File: src/rtl/seg_scan_mux.sv
// Multiplexed seven-segment scan driver for NUM_DIGITS common-anode digits.
// Frames are swapped only at the scan-frame boundary so a digit never tears mid-frame.
module seg_scan_mux #(
    parameter int NUM_DIGITS  = 8,
    parameter int SEG_W       = 7,
    parameter int REFRESH_DIV = 50000,
    parameter int BLINK_DIV   = 64
) (
    input  logic                        clk,
    input  logic                        rst_n,
    input  logic [NUM_DIGITS*SEG_W-1:0] digits_in,
    input  logic [NUM_DIGITS-1:0]       blank_mask,
    input  logic [NUM_DIGITS-1:0]       blink_mask,
    input  logic [3:0]                  brightness,
    input  logic                        load,
    output logic [SEG_W-1:0]            displayout,
    output logic [NUM_DIGITS-1:0]       selector,
    output logic                        frame_done
);
    localparam int SW   = $clog2(REFRESH_DIV);
    localparam int DW   = $clog2(NUM_DIGITS);
    localparam int BW   = (BLINK_DIV > 1) ? $clog2(BLINK_DIV) : 1;
    localparam int CW   = SW + 1;
    localparam int UNIT = REFRESH_DIV / 16;

    logic [SW-1:0]         slot_cnt_reg;
    logic [DW-1:0]         digit_idx_reg;
    logic [BW-1:0]         blink_cnt_reg;
    logic                  blink_phase_reg;
    logic                  pending_valid_reg;
    logic [SEG_W-1:0]      active_pat_reg  [NUM_DIGITS];
    logic [SEG_W-1:0]      pending_pat_reg [NUM_DIGITS];
    logic [NUM_DIGITS-1:0] blank_act_reg, blink_act_reg;
    logic [NUM_DIGITS-1:0] blank_pend_reg, blink_pend_reg;
    logic [NUM_DIGITS-1:0] selector_reg;
    logic [SEG_W-1:0]      displayout_reg;
    logic                  frame_done_reg;

    logic                  slot_last, digit_last, fb;
    logic [CW-1:0]         on_time;
    logic                  lit;
    logic [NUM_DIGITS-1:0] selector_next;
    logic [SEG_W-1:0]      displayout_next;

    assign slot_last  = (slot_cnt_reg == SW'(REFRESH_DIV - 1));
    assign digit_last = (digit_idx_reg == DW'(NUM_DIGITS - 1));
    assign fb         = slot_last && digit_last;

    always_ff @(posedge clk) begin
        if (!rst_n) begin
            slot_cnt_reg    <= '0;
            digit_idx_reg   <= '0;
            blink_cnt_reg   <= '0;
            blink_phase_reg <= 1'b0;
        end else begin
            if (slot_last) begin
                slot_cnt_reg  <= '0;
                digit_idx_reg <= digit_last ? '0 : digit_idx_reg + 1'b1;
            end else begin
                slot_cnt_reg  <= slot_cnt_reg + 1'b1;
            end
            if (fb) begin
                if (blink_cnt_reg == BW'(BLINK_DIV - 1)) begin
                    blink_cnt_reg   <= '0;
                    blink_phase_reg <= ~blink_phase_reg;
                end else begin
                    blink_cnt_reg   <= blink_cnt_reg + 1'b1;
                end
            end
        end
    end

    // A load coinciding with the boundary bypasses pending and goes straight to active.
    always_ff @(posedge clk) begin
        if (!rst_n) begin
            pending_valid_reg <= 1'b0;
            blank_pend_reg    <= '0;
            blink_pend_reg    <= '0;
            blank_act_reg     <= '0;
            blink_act_reg     <= '0;
        end else begin
            if (load) begin
                blank_pend_reg <= blank_mask;
                blink_pend_reg <= blink_mask;
            end
            if (fb) begin
                pending_valid_reg <= 1'b0;
                if (load) begin
                    blank_act_reg <= blank_mask;
                    blink_act_reg <= blink_mask;
                end else if (pending_valid_reg) begin
                    blank_act_reg <= blank_pend_reg;
                    blink_act_reg <= blink_pend_reg;
                end
            end else if (load) begin
                pending_valid_reg <= 1'b1;
            end
        end
    end

    for (genvar gi = 0; gi < NUM_DIGITS; gi++) begin : g_digit
        always_ff @(posedge clk) begin
            if (!rst_n) begin
                pending_pat_reg[gi] <= '1;
                active_pat_reg[gi]  <= '1;
            end else begin
                if (load)
                    pending_pat_reg[gi] <= digits_in[gi*SEG_W +: SEG_W];
                if (fb && load)
                    active_pat_reg[gi] <= digits_in[gi*SEG_W +: SEG_W];
                else if (fb && pending_valid_reg)
                    active_pat_reg[gi] <= pending_pat_reg[gi];
            end
        end
        assign selector_next[gi] = !(lit && (digit_idx_reg == DW'(gi)));
    end

    // On-time is at most REFRESH_DIV, so one extra bit keeps the product exact.
    assign on_time = (CW'(brightness) + CW'(1)) * CW'(UNIT);

    always_comb begin
        lit = (slot_cnt_reg != '0)
              && ({1'b0, slot_cnt_reg} < on_time)
              && !blank_act_reg[digit_idx_reg]
              && !(blink_phase_reg && blink_act_reg[digit_idx_reg]);
        displayout_next = '1;
        if (lit)
            displayout_next = active_pat_reg[digit_idx_reg];
    end

    always_ff @(posedge clk) begin
        if (!rst_n) begin
            selector_reg   <= '1;
            displayout_reg <= '1;
            frame_done_reg <= 1'b0;
        end else begin
            selector_reg   <= selector_next;
            displayout_reg <= displayout_next;
            frame_done_reg <= fb;
        end
    end

    assign selector   = selector_reg;
    assign displayout = displayout_reg;
    assign frame_done = frame_done_reg;
endmodule

File: config.mk
export PLATFORM = sky130hd
export DESIGN_NAME = seg_scan_mux
export DESIGN_NICKNAME = d
export VERILOG_FILES = /design/src/rtl/seg_scan_mux.sv
export SDC_FILE = /design/constraint.sdc
export NUM_CORES = 1
export LEC_CHECK = 0
export CORE_MARGIN = 1
export CORE_UTILIZATION = 40
export CTS_CLUSTER_SIZE = 40
export DETAILED_ROUTE_END_ITERATION = 12
export PLACE_DENSITY_LB_ADDON = 0.25
export SETUP_SLACK_MARGIN = 0.2
export SYNTH_ARGS = -nofsm -noshare
export SYNTH_HDL_FRONTEND = slang
export SYNTH_SLANG_ARGS = --single-unit
File: constraint.sdc
create_clock -name clk -period 5.1 [get_ports clk]
set_input_delay 1.02 -clock clk [delete_from_list [all_inputs] [get_ports clk]]
set_output_delay 1.02 -clock clk [all_outputs]
set_load 0.05 [all_outputs]
==> impl_results.md <==
* Post-Syn Area at 9200 um^2
* Routed wire length per instance at 15.3 um
* CTS tree: built
* Cell Chain, Critical Path: clkbuf_2 > ha_4 > xor2_4 > ha_4 > xor2_1 > ha_1 > ha_4 > ha_2 > or3_4 > o2111ai_4 > buf_6 > nand2b_1 > a21oi_2 > xor2_1 > ha_1 > a21o_1 > a221oi_2 > o21ai_2 > o21ai_4 > clkbuf_16 > o21ai_0
* Initial Utilization at 40.8%
* Worst Skew at 0.0112 ns
* Ys Warns at 0
* Minimum clock period at 4.72 ns
* Met1 WL at 8.94 mm
* Relative slew slack at 28.9%
* Leading area contributor after synthesis: edfxtp_1
* Grt ovf at 0
* Drt drc at 0
* MaxCap Viol Count at 0
* Synth Register Bits at 187
* Hold Slack at 0.483 ns
* Sink Count at 187
* Worst Path Buf+Inv at 3
* Area taken by flip-flops and latches at 4860 um^2
* Number of global-route vias before repair at 6262
* Iter 0 DRT Violations at 240
* Vias at 6251
* CP dominant cell by count: ha_4
* Post-Place Cells at 1199
* Pins over their slew limit at 0
* CP Launch Type: primary input
* Root Driver: clkbuf_16
* Routability cong. at 0.813
* Die width at 154 um
* H-tree depth at 4
* CTS Buf Count at 17
* Antenna violations before repair at 0
* Total Power at 3.49 mW
* Clock buffer depth at 2
* Ant diodes at 0
* CP required at 5.40 ns
* Seq/Total Area, Yosys at 52.9%
* Number of I/O port buffers at 94
* Fmax at 212 MHz
* Status: finished clean
* Drt total wl at 18.9 mm
* Multi-input logic area at 4210 um^2
* Worst hold path type: reg -> reg
* Layout area overhead at 25.1%
* Met2 WL post-DR at 9.21 mm
* Layout cells sized above 1 at 23.2%
* Top routing layer used: met4
* Netlist cell types at 65
* Largest cells by area after synthesis: edfxtp_1 37%, dfxtp_1 16%, ha_1 7.7%
* Synth Flop Type: edfxtp_1
* Final #Nets at 1077
* HPWL Detailed at 13.2 mm
* DR pass1 iterations at 4
* # rows at 55
* Fin util at 51.0%
* Gr usage total at 16.8%
* Unrepaired setup endpoints after global routing: false
* Clock slew at reported path FFs at 0.07 ns
* VDD IR max at 203 uV
* Syn Inst Count at 814
* Post-Layout Cell Count at 1238
* Period Utilization, post-route at 92.5%
* Pin count of the biggest net entering global routing at 58
* Clk_lat worst skew at 0.43 ns
* CP max-delay cell: or3_4
* Crit-path max cell delay at 0.40 ns
* Fin. Hold Viols at 0
* # hold bufs at CTS at 0
* Met3 WL at 537 um
* Setup Total Neg Slack at 0 ns
* Die Y at 154 um
* Worst-margin pin slew at 1.07 ns
* CP arrival at 5.02 ns
* Die area at 23600 um^2
* Critical Path End Type: flop
* Cell family with most CP delay: adder cells
* Place WS at -0.675 ns
* Yosys top cell area share at 36.5%
* Kind of critical path: in -> reg
* Most frequent cell after synthesis: edfxtp_1
* Vias per cell at 5.05
* Pwr Density at 303 nW/um^2
* Final worst slack at 0.381 ns
* Number of fill cells in the layout at 2016
* Post-route cell area at 11500 um^2
* Pleak at 4.18 nW
* Async set or reset register ratio after synthesis at 0%
* Core footprint at 22600 um^2
* First-pass GRT wire length at 31.3 mm
* Final setup viols at 0
* Routed Antenna Nets at 0
* Post-Place Cell Area at 10700 um^2
* Syn_area_per_cell at 11.3 um^2
* Number of synthesized flops with an enable pin at 112
* Syn_nets at 951
* I/O pin count at 95
* Critical Path Fanout Max at 7
* Commonest cells in the netlist: 112 x edfxtp_1, 98 x nand2_1, 75 x dfxtp_1, 70 x o21ai_0
-- metal layers --
metal  GRT usage, %  up-vias
met2           27.9      100
met1           22.4     2954
met4           4.71        0
met5              0        -
met3           2.96       18
li1               -     3179
-- path summary, 6_finish.rpt --
check | to | cells after the start | from | slack (ns)
max | selector[0] | 21 | brightness[0] | 0.38
min | blink_phase_reg | 2 | blink_phase_reg | 0.48
max reg2reg | active_pat_reg[3][5] | 5 | slot_cnt_reg[0] | 2.39
min reg2reg | blink_phase_reg | 2 | blink_phase_reg | 0.48
-- layout by cell type (no fill, tap or decap), drive strengths merged, types with 18 or more instances in the layout --
cell / n
edfxtp: 112
nand2: 99
clkdlybuf4s50: 90
dfxtp: 75
o21ai: 74
or2: 57
ha: 57
buf: 49
inv: 49
nor2: 38
clkbuf: 23
mux4: 18
-- power breakdown --
group          leakage [nW]  switching [mW]  total (mW)  internal [mW]
Sequential             1.56          0.0171        1.67           1.65
Clock                 0.286           0.599        1.27          0.672
Combinational          2.34           0.263       0.546          0.283
Total                  4.18           0.879        3.49           2.61
-- tightest hold or removal path: stages (launching register included) --
cell and delay [ns]:
dfxtp_1 0.32, o31ai_1 0.06, a21oi_1 0.05
-- cell families (layout without fill, tap and decap cells) --
kind of cell	count (synthesis)	in the layout	share of synthesized area, %
AOI/OAI and AO/OA	150	150	10.4
DFF	187	187	52.9
buffers and inverters	81	220	3.67
and+or+nand+nor	269	269	15.3
muxes	39	39	6.95
adders and majority gates	58	58	7.97
xor gates and xnor gates	30	30	2.85
-- cell type report --
type	count	area share [%]
flip-flops and latches	187	42.3
inverters	44	1.43
clock buffers	18	3.91
repair buffers	144	11.6
multi-input cells	546	36.6
clock inverters	14	1.14
well taps	285	3.10
-- timing repair --
| action | 4_1_cts | 5_1_grt |
|---|---|---|
| buffers inserted | 3 | 3 |
| cloned | 0 | 1 |
| setup endpoints to repair | 15 | 15 |
| gates resized for setup | 23 | 21 |
| pin swaps | 7 | 16 |
No activity file was read; power rests on OpenSTA's default activity.
